File: src/rtl/av_slave_arbiter.sv
// av_slave_arbiter
// Two-master, one-slave Avalon-MM arbiter. Master 0 is the visor debug
// master, master 1 is the target CPU I/O master. Ownership is held by a
// three-state FSM (IDLE/OWN0/OWN1). Each grant covers exactly one transfer,
// and every transfer is followed by an IDLE cycle. A new request that
// appears in IDLE is granted on the next clock edge.
//
// Build option:
//   AV_ARB_ROUND_ROBIN_EN - when defined, contention is resolved in
//                           round-robin order using a last-owner register.
//                           When undefined, master 0 always wins contention.
module av_slave_arbiter #(
    parameter int AW = 16,
    parameter int DW = 16
) (
    input  logic          sysclk,
    input  logic          sysreset,

    input  logic [AW-1:0] m0_address,
    input  logic [DW-1:0] m0_writedata,
    input  logic          m0_write,
    input  logic          m0_read,
    output logic          m0_waitrequest,
    output logic [DW-1:0] m0_readdata,

    input  logic [AW-1:0] m1_address,
    input  logic [DW-1:0] m1_writedata,
    input  logic          m1_write,
    input  logic          m1_read,
    output logic          m1_waitrequest,
    output logic [DW-1:0] m1_readdata,

    output logic [AW-1:0] s_address,
    output logic [DW-1:0] s_writedata,
    output logic          s_write,
    output logic          s_read,
    input  logic          s_waitrequest,
    input  logic [DW-1:0] s_readdata,

    output logic [1:0]    grant
);

    typedef enum logic [1:0] {
        IDLE = 2'b00,
        OWN0 = 2'b01,
        OWN1 = 2'b10
    } state_t;

    state_t state;

    logic m0_req;
    logic m1_req;
    logic m0_wins;

    // A write together with a read still counts as a single request.
    assign m0_req = m0_write | m0_read;
    assign m1_req = m1_write | m1_read;

`ifdef AV_ARB_ROUND_ROBIN_EN
    // last_owner = 1 means m1 owned the slave most recently, so m0 wins the
    // next contention. It resets to 1 so m0 wins the first contention.
    logic last_owner;

    assign m0_wins = last_owner;

    // Record which master was granted on each IDLE -> OWN transition.
    always_ff @(posedge sysclk or posedge sysreset) begin
        if (sysreset) begin
            last_owner <= 1'b1;
        end else if (state == IDLE) begin
            if (m0_req && (!m1_req || last_owner)) begin
                last_owner <= 1'b0;
            end else if (m1_req) begin
                last_owner <= 1'b1;
            end
        end
    end
`else
    // Fixed priority: the debug master always wins contention.
    assign m0_wins = 1'b1;
`endif

    // Ownership FSM. grant is registered together with the state, so it is
    // never 11 and it changes only on a clock edge or on reset.
    always_ff @(posedge sysclk or posedge sysreset) begin
        if (sysreset) begin
            state <= IDLE;
            grant <= 2'b00;
        end else begin
            case (state)
                IDLE: begin
                    if (m0_req && (!m1_req || m0_wins)) begin
                        state <= OWN0;
                        grant <= 2'b01;
                    end else if (m1_req) begin
                        state <= OWN1;
                        grant <= 2'b10;
                    end
                end
                OWN0: begin
                    // The transfer completes, or the owner drops its command.
                    if (!m0_req || !s_waitrequest) begin
                        state <= IDLE;
                        grant <= 2'b00;
                    end
                end
                OWN1: begin
                    if (!m1_req || !s_waitrequest) begin
                        state <= IDLE;
                        grant <= 2'b00;
                    end
                end
                default: begin
                    state <= IDLE;
                    grant <= 2'b00;
                end
            endcase
        end
    end

    // Route the owner's command to the slave and the slave response back to
    // the owner. The other master sees waitrequest high and zero readdata.
    always_comb begin
        s_address      = '0;
        s_writedata    = '0;
        s_write        = 1'b0;
        s_read         = 1'b0;
        m0_waitrequest = 1'b1;
        m1_waitrequest = 1'b1;
        m0_readdata    = '0;
        m1_readdata    = '0;
        case (state)
            OWN0: begin
                s_address      = m0_address;
                s_writedata    = m0_writedata;
                s_write        = m0_write;
                s_read         = m0_read;
                m0_waitrequest = s_waitrequest;
                m0_readdata    = s_readdata;
            end
            OWN1: begin
                s_address      = m1_address;
                s_writedata    = m1_writedata;
                s_write        = m1_write;
                s_read         = m1_read;
                m1_waitrequest = s_waitrequest;
                m1_readdata    = s_readdata;
            end
            default: begin
            end
        endcase
    end

endmodule

File: config.mk
export PLATFORM = sky130hd
export DESIGN_NAME = av_slave_arbiter
export DESIGN_NICKNAME = d
export VERILOG_FILES = /design/src/rtl/av_slave_arbiter.sv
export SDC_FILE = /design/constraint.sdc
export NUM_CORES = 1
export LEC_CHECK = 0
export BUFFER_PORTS_ARGS = -buffer_cell sky130_fd_sc_hd__buf_2
export CAP_MARGIN = 25
export CORE_AREA = 2 2 61 63
export DETAILED_ROUTE_END_ITERATION = 8
export DIE_AREA = 0 0 63 65
export PLACE_DENSITY = 0.77
export SLEW_MARGIN = 20
export SYNTH_ARGS = -nofsm -noshare
export SYNTH_HDL_FRONTEND = slang
export SYNTH_SLANG_ARGS = --single-unit
File: constraint.sdc
create_clock -name sysclk -period 1.8 [get_ports sysclk]
set_clock_uncertainty 0.05 [all_clocks]
set_input_delay 0.09 -clock sysclk [delete_from_list [all_inputs] [get_ports sysclk]]
set_output_delay 0.09 -clock sysclk [all_outputs]
set_load 0.01 [all_outputs]
Word level (Yosys, flattened, before mapping). Cells that the tools add are included.

Bitwise gates (word level): 2. Muxes and demuxes: 13. Equality and inequality tests: 5. Reduce and logical (&&, ||, !) cells: 7.

Operators with widths (number): $pmux W16 S2 (2); $mux W16 (2); $mux W2 (4); $pmux W2 S3 (1); $ne A2 B2 Y1 const B (2); $pmux W1 S2 (2); $logic_not A1 Y1 (3); $ne A3 B3 Y1 const B (1); $reduce_and A3 Y1 (1); $eq A2 B1 Y1 const B (1); $eq A2 B2 Y1 const B (1); $logic_not A2 Y1 (1); $logic_or A1 B1 Y1 (2); $mux W1 (2); $or A1 B1 Y1 (2).

Flip-flop bits (word level): 2. Word-level logic and storage cells: 28.

Logic depth before layout (Yosys ltp). Gate-level depths: netlist of run 1.

Depth after elaboration: 5. Depth in mapped cells: 6.

Worst setup path after synthesis of run 1. No wires, ideal clock.

Kind: register -> register. Start point: register state[0]. End point: register state[1]. Path slack: 167 ps. Clock period less this slack: 1633 ps. Arrival: 1461 ps. Library setup time: 121 ps. Stages on the path, launching flop included: 6. Required time: 1629 ps. Buffers on the path: 0. Cells stage by stage: dfrtp_1 > inv_1 > ha_1 > or3b_1 > o311a_1 > o22a_1.

Cells in the longest elaborated chain, start to end: 3. Elaborated cells between the ends (all ways): 8. Classes of those cells: 5 x eq/ne; 1 x mux; 2 x reduce/logical.

RTL lines: start, declared (RTL line 49) `state_t state;`; start signal, assigned (RTL line 87) `state <= IDLE;`; start signal, assigned (RTL line 93) `state <= OWN0;`; start signal, assigned (RTL line 96) `state <= OWN1;`; $eq A2 B2 Y1, or another cell as far along (RTL line 90) `case (state)`; $ne A2 B2 Y1 (no line) / $ne A3 B3 Y1 (equally long branches); $reduce_and A3 Y1 (no line).

Several ways; a longest one is shown, not always the timed one. A chain may end at the register's enable or synchronous reset.

Final worst setup path of run 1.
Start point: register state[0]. End point: output s_writedata[15].

Cells in the longest elaborated chain, start to end: 2. Elaborated cells between the ends (all ways): 3. Classes of those cells: 2 x eq/ne; 1 x mux.

RTL lines: $eq A2 B2 Y1 / $eq A2 B1 Y1 (equally long branches) (RTL line 132) `case (state)`; $pmux W16 S2 (*) (RTL line 132); end, declared (RTL line 34) `output logic [DW-1:0] s_writedata,`.

Mark *: on every way between the ends. The rest lies on a longest branch, timed or not.

==> results of run 1 <==
==> per-stage QoR <==
stage | area (um^2) | power [uW] | setup slack [ns]
5_1_grt | 1768 | 2597 | -0.06100
3_3_place_gp | 1735 | 2268 | 0.1770
6_report | 1768 | 2352 | 0.09178
2_1_floorplan | 900.9 | 1465 | 0.1674
4_1_cts | 1768 | 2392 | 0.07287
3_5_place_dp | 1735 | 2281 | 0.1151
==> layer usage <==
layer	share of wire	up-vias	GRT usage
met4	0.0056	0	0.04167
met1	0.35	684	0.1592
met5	0	-	0
li1	-	772	-
met3	0.13	2	0.03819
met2	0.52	102	0.3205
==> kinds of logic (layout without fill, tap and decap cells) <==
| logic type | Yosys count | after routing | share of synthesized area |
|---|---|---|---|
| AO/OA/AOI/OAI | 40 | 40 | 0.3333 |
| buffers and inverters | 18 | 168 | 0.07499 |
| adder cells (fa/ha/maj) | 3 | 3 | 0.04167 |
| flip-flops | 2 | 2 | 0.05556 |
| AND/OR/NAND/NOR | 71 | 71 | 0.4944 |
==> critical path, stage by stage, from the launching register on <==
cell and delay [ns]:
sky130_fd_sc_hd__dfrtp_1 0.38, sky130_fd_sc_hd__inv_1 0.11, sky130_fd_sc_hd__ha_1 0.19, sky130_fd_sc_hd__buf_4 0.26
sky130_fd_sc_hd__a22oi_1 0.13, sky130_fd_sc_hd__nor2b_1 0.12, sky130_fd_sc_hd__buf_2 0.14
==> Yosys cell counts, drive strengths merged <==
| cell type | number |
|---|---|
| nand2b | 2 |
| o22ai | 1 |
| ha | 3 |
| nand2 | 1 |
| or3b | 1 |
| dfrtp | 2 |
| o22a | 1 |
| o21ai | 1 |
| nor2b | 34 |
| and2 | 32 |
| a22oi | 34 |
| o211ai | 2 |
| clkbuf | 15 |
| nor3b | 1 |
| inv | 3 |
| o311a | 1 |
==> placed cells by master, fill, tap and decap left out <==
| cell | count |
|---|---|
| sky130_fd_sc_hd__inv_1 | 3 |
| sky130_fd_sc_hd__a22oi_1 | 34 |
| sky130_fd_sc_hd__ha_1 | 3 |
| sky130_fd_sc_hd__nor3b_1 | 1 |
| sky130_fd_sc_hd__nand2_1 | 1 |
| sky130_fd_sc_hd__o22ai_1 | 1 |
| sky130_fd_sc_hd__buf_12 | 1 |
| sky130_fd_sc_hd__nor2b_1 | 34 |
| sky130_fd_sc_hd__o21ai_0 | 1 |
| sky130_fd_sc_hd__o22a_1 | 1 |
| sky130_fd_sc_hd__o211ai_1 | 2 |
| sky130_fd_sc_hd__and2_1 | 32 |
| sky130_fd_sc_hd__buf_2 | 156 |
| sky130_fd_sc_hd__clkbuf_4 | 3 |
| sky130_fd_sc_hd__buf_4 | 4 |
| sky130_fd_sc_hd__o311a_1 | 1 |
| sky130_fd_sc_hd__dlygate4sd3_1 | 1 |
| sky130_fd_sc_hd__dfrtp_1 | 2 |
| sky130_fd_sc_hd__or3b_1 | 1 |
| sky130_fd_sc_hd__nand2b_1 | 2 |
==> power by group <==
group | switching (uW) | internal, uW
clock | 23.7 | 73.4
sequential | 18.1 | 66.8
combinational | 1120 | 1050
total | 1170 | 1190
==> cell type report <==
class	count	area, um^2
clock buffer	3	22.52
fill	357	1728
inverter	3	11.26
multi-input combinational	114	783.3
sequential	2	50.05
tap	48	60.06
timing repair buffer	162	840.8
==> path summary, 6_finish.rpt <==
| path | start | endpoint | slack [ns] | depth (start not counted) |
|---|---|---|---|---|
| setup / recovery | state[0] | s_writedata[15] | 0.09 | 6 |
| hold / removal | m0_write | state[0] | 0.21 | 3 |
| setup reg to reg | state[0] | state[1] | 0.10 | 5 |
| hold reg to reg | state[1] | state[1] | 0.51 | 1 |
| max in group asynchronous | sysreset | state[1] | 1.33 | 3 |
| min in group asynchronous | sysreset | state[0] | 0.25 | 3 |
==> what timing repair did <==
action,in CTS,in global routing
hold buffers,1,0
hold endpoints to repair,2,0
setup endpoints to repair,0,22
==> impl_summary.md, run 1 <==
Synthesis
In the synthesized netlist, the number of instances is approximately 130. Of the synthesized area, sequential elements account for 0.05556. The average footprint of a synthesized cell is 6.723 um^2. Summing every instance area after synthesis gives 900.9 um^2. By area the synthesized netlist is led by sky130_fd_sc_hd__a22oi_1 (28%), sky130_fd_sc_hd__nor2b_1 (24%), sky130_fd_sc_hd__and2_1 (22%). The share of the synthesized area in the top cell type is 0.2833. The post-synth net total is ~220.

The synthesized design contains 2 register bits. The synthesis warning total is 0. The count of unique library cells instantiated by Yosys is 16. The biggest area contributor in the post-synthesis netlist is sky130_fd_sc_hd__a22oi_1.

Job
Max-cap violations in this run came to 0.

Placed design
The number of buffer cells added on primary ports is 156. At the end of routability-driven placement, the weighted congestion stood at around 0.72. Once detailed placement completed, the half-perimeter wirelength came to approximately 2900 um. After detailed placement, the design holds a cell count of around 330.

Floorplanning
Row generation in the floorplan step produced 22 rows. about 160 I/O pins were placed. The die is about 63 um wide. The full die area is between 4000 and 5000 um^2.

The die boundary height is about 65 um. The starting density of the core is 0.2577. The area inside the core boundary is between 3000 and 4000 um^2.

Clocking
The total CTS buffers is 3. For the worst-skew pair, the clock arrives at the later sink with an insertion delay of around 0.22 ns. In this run the number of H-tree levels came out at 1. The count of clock tree sinks is 2. The post-cts repair resize count is 0.

The CTS tree is yes. No sink is reached through more buffers than the 2 on the longest clock path. The library cell used as clock root buffer is sky130_fd_sc_hd__clkbuf_4. The post-CTS setup buffer count is 0. The register clock-pin slew on the reported worst setup and hold paths is 0.03 ns.

STA
The worst slack on hold paths is approximately 0.21 ns. The clock period minus final worst setup slack is between 1.5 and 2 ns. Setup repair after global routing could not meet its margin everywhere. The count of endpoints failing hold in the final timing report is 0. Setup total negative slack on the finished layout was measured at 0 ns. For the pin with the worst max-slew slack, the measured transition is ~0.24 ns. The final period utilization is 0.9490. The tightest slew margin relative to the limit is 0.8432.

The peak clock frequency supported by timing is between 500 and 600 MHz. The count of final max-slew check failures came to 0. The final number of setup-violating endpoints is 0.

Layout
Once layout is complete, the utilization of the core stands at 0.5057. The register with the most flip-flops in the layout has 2 of them. The post-layout instance count excluding filler cells is roughly 330. More flip-flops sit in one register than any other, and that register is state. The number of antenna diodes in the final layout is 0.

The area growth from synthesis to layout is 96.25%. The number of nets in the layout is about 380. In the final layout, the registers with the most flip-flops are state: 2 flops. Of the cells placed in the final design, the portion with a size suffix greater than 1 is 0.5775.

Worst setup path
The class of the most critical setup path is flip-flop to primary output. The data required time at the worst endpoint is roughly 1.7 ns. The worst setup path is captured at a primary output.

The worst setup path is launched from a flip-flop. Data on the critical path arrives at its endpoint at around 1.6 ns. Of all nets on the critical path, the largest fanout is 26.

Detailed routing
After detailed routing, the average wire length per cell comes to about 11 um. Wires add up to 3576 um. The count of nets left with antenna violations once routing finished came out at 0.

The pre-antenna-repair detailed-routing pass consisted of 4 iterations. The number of design rule violations left after detail routing is 0. The ratio of routed vias to standard cells is about 4.7. The count of routing violations after the opening detailed-route iteration is between 40 and 50. The total number of vias is between 1.5k and 2k.

Worst hold path
In this run the worst hold path is classified as input port to flip-flop.

Global route
For this run the aggregate overflow at the end of global routing stands at 0. The global-route wire length before repair is roughly 5400 um. The number of global-route vias before repair was 1308. The initial antenna violation count was 0. The largest net degree at the start of global routing is 53. The global-route usage over all layers is 0.1584.

Power and ir drop
The peak supply drop is roughly 0.0005 V. The power per cell area is approximately 1300 nW/um^2. Summed over all cells, the static leakage comes to roughly 0.0010 uW.

Outcome
The flow ran to the end, and the final reports show no timing, DRC or antenna violations.
Note: power is estimated with default switching activity, not from simulation.
==> run 2: changes to the inputs <==
--- a/config.mk
+++ b/config.mk
@@ -10,8 +10,10 @@
 export CORE_AREA = 2 2 61 63
 export DETAILED_ROUTE_END_ITERATION = 8
 export DIE_AREA = 0 0 63 65
-export PLACE_DENSITY = 0.77
+export PLACE_DENSITY = 0.75
+export RECOVER_POWER = 25
 export SLEW_MARGIN = 20
 export SYNTH_ARGS = -nofsm -noshare
 export SYNTH_HDL_FRONTEND = slang
 export SYNTH_SLANG_ARGS = --single-unit
+export TNS_END_PERCENT = 30
==> run 2 against run 1 <==
Count of clock-buffer cells in the layout is the same. Largest power group unchanged. Routed wire length grew 15%. First-iteration DRC count grew 24%. Critical endpoint is now state[1]. Combinational power grew 6%. Register-to-register slack lost 0.03 ns. Maximum frequency shrank 1.4%. Flip-flop and latch count is the same. Critical path depth shrank 1. Core utilization grew 1.3 points. Design area grew 2.5%. Non-clock buffer count grew 1.
==> impl_summary.md, run 2 (synthesis results as in run 1) <==
Outcome
The run finished with clean final reports.

Detailed routing
Using the TritonRoute via totals, the vias-per-cell ratio works out to between 4 and 5. The total number of vias is around 1.6k. The routed length on met2 is 2162 um. In the routed design, unresolved DRC markers number 0.

The number of antenna-violating nets in the routed design is 0. The count of routing violations after the opening detailed-route iteration is between 50 and 60. The highest signal layer in the routed design is met4. The first detailed-routing pass ran for 4 iterations. The wire length the detailed router placed on met1 is around 1500 um. Wires add up to 4095 um.

Dividing the detail-routed wire length by the instance count gives ~12 um. Summed over all nets, wire length on met3 after detailed routing comes to between 300 and 400 um.

Clocking
The clock reaches the later pin of the worst-skew pair after between 0.2 and 0.25 ns. The CTS tree is yes. The register clock-pin slew on the reported worst setup and hold paths is 0.04 ns. The total CTS buffers is 3. The tree is rooted in a sky130_fd_sc_hd__clkbuf_4. The post-CTS setup buffer count is 0. The count of clock tree sinks is 2. The number of buffers on the longest clock path is 2. In this run the number of H-tree levels came out at 1.

Placed design
The worst setup slack before clock tree synthesis is just over 0.09 ns. The placed wire-length estimate after detailed placement is a little over 3000 um. The number of buffer cells added on primary ports is 156. At the end of routability-driven placement, the weighted congestion stood at 0.7685.

Worst setup path
The number of cells on the worst reg-to-reg path is 5. Of all nets on the critical path, the largest fanout is 3. The arrival time of the worst setup path is between 1.5 and 2 ns. The data required time at the worst endpoint is around 1.9 ns. The worst register-to-register path begins at state[0].

The end of the worst register-to-register path is state[1]. The launching element type of the critical path is a flip-flop. The slack of the worst reg-to-reg path is slightly below 0.07 ns. STA classifies the critical path endpoint as a flip-flop. The class of the most critical setup path is flip-flop to flip-flop.

STA
The final number of setup-violating endpoints is 0. The final period utilization is 0.9620. Setup repair after global routing left no endpoint under its margin.

The clock period minus final worst setup slack is around 1.7 ns. The tightest hold path in the finished design has a slack of about 0.21 ns. The count of endpoints failing hold in the final timing report is 0.

The worst-margin pin slew is 0.2142 ns. Setup slack closes at a little under 0.07 ns. The tightest slew margin relative to the limit is 0.8569.

The count of final max-slew check failures came to 0. For this run, the top clock speed supported by timing is approximately 580 MHz. After routing, the total negative slack on setup checks comes to 0 ns.

Worst hold path
In this run the most critical hold path is launched from m0_write. The end of the worst hold path is state[0]. The worst hold path belongs to the class input port to flip-flop. The worst hold path passes through 3 cells.

Layout
The area growth from synthesis to layout is 101.1%. The largest registers in the layout are state: 2 flops. The most common cell after layout, fill and taps aside is sky130_fd_sc_hd__buf_2. The register containing the most flip-flops in the final layout is state.

After the last flow step, the layout net total stands at between 300 and 400. In the layout the commonest cells are sky130_fd_sc_hd__buf_2 (143), sky130_fd_sc_hd__a22oi_1 (34), sky130_fd_sc_hd__nor2b_1 (34), sky130_fd_sc_hd__and2_1 (32), sky130_fd_sc_hd__clkbuf_1 (13). The final core utilization is 0.5183. The repair_antennas step left the layout with diodes totalling 0. In the final layout, the share of cells above drive strength 1 is 0.5404. The flip-flop count of the largest register after layout is 2.

Power and ir drop
Of the total power, the clock network draws 0.041. The switching fraction of total power is 0.4907. The power per cell area is ~1400 nW/um^2.

IR analysis of the VDD net gives a maximum drop of between 0.0003 and 0.0004 V. In this run the static leakage power is ~0.0010 uW. The proportion of power drawn by flip-flops and latches is 0.035. The share of total power dissipated in combinational logic is 0.923. The analysis attributes to net switching a power of ~1200 uW.

The internal power is between 1000 and 1500 uW.

Floorplanning
The area inside the core boundary is approximately 3500 um^2. The number of primary I/O pins is roughly 160. The die width is approximately 63 um. The die is between 60 and 70 um tall.

The full die area is around 4000 um^2. The initial utilization of the core area, before any placement, comes to 0.2577. The number of rows in the core area is 22.

Global route
The number of global-route vias before repair is between 1k and 1.5k. The total grt overflow is 0. The initial antenna violation count came to 0. The first global-routing pass estimated roughly 5900 um of wire. The largest net degree at the start of global routing is 53. The global-route usage over all layers is 0.1772.

Job
The reported max-cap violation count is 0.
[run 2: cell types whose count changed in the layout (fill, tap and decap cells not counted), sizes merged]
cell,previous run,this run
clkbuf,3,18
buf,161,147
[run 2: cell type report]
type	instances	area [um^2]
fill	372	1684
sequential	2	50.05
clock buffer	3	22.52
multi-input combinational	114	788.3
inverter	3	11.26
timing repair buffer	163	879.6
tap	48	60.06
[run 2: stage by stage]
stage / instances / total power (uW) / cell area [um^2]
finish: 333 / 2505 / 1812
global route: 333 / 2761 / 1812
CTS: 331 / 2425 / 1773
detailed placement: 327 / 2308 / 1740
global placement: 327 / 2284 / 1740
floorplan: 134 / 1465 / 900.9
[run 2: how the worst max path moves through the flow]
stage,start,to,slack (ns),depth (start not counted)
2_1_floorplan,state[0],state[1],0.17,5
3_3_place_gp,state[0],state[1],0.17,5
3_5_place_dp,state[0],state[1],0.09,5
4_1_cts,state[1],s_writedata[10],0.06,6
5_1_grt,state[0],s_address[3],0.004,6
6_report,state[0],state[1],0.07,5
[run 2: power groups by stage]
stage	logic (uW)	registers [uW]	clock network, uW
floorplan	1370	94.0	0
global placement	2200	83.3	0
detailed placement	2220	88.6	0
CTS	2230	88.0	108
global route	2550	91.6	116
finish	2310	88.9	103
[run 2: critical path: stages, from the launching register on]
cell and delay (ns):
sky130_fd_sc_hd__dfrtp_1 0.39, sky130_fd_sc_hd__inv_1 0.12, sky130_fd_sc_hd__ha_1 0.20, sky130_fd_sc_hd__or3b_1 0.36
sky130_fd_sc_hd__o311a_1 0.31, sky130_fd_sc_hd__o22a_1 0.19
[run 2: layer usage]
metal  global-route usage  vias up
met5                    0        -
met4              0.07222        0
met3              0.03299        2
met2               0.3684       94
met1               0.1665      691
li1                     -      775
[run 2: what timing repair did]
action,CTS,global route
endpoints found under the setup margin,0,11
endpoints found under the hold margin,2,0
gates resized for setup,0,2
hold buffers,1,0
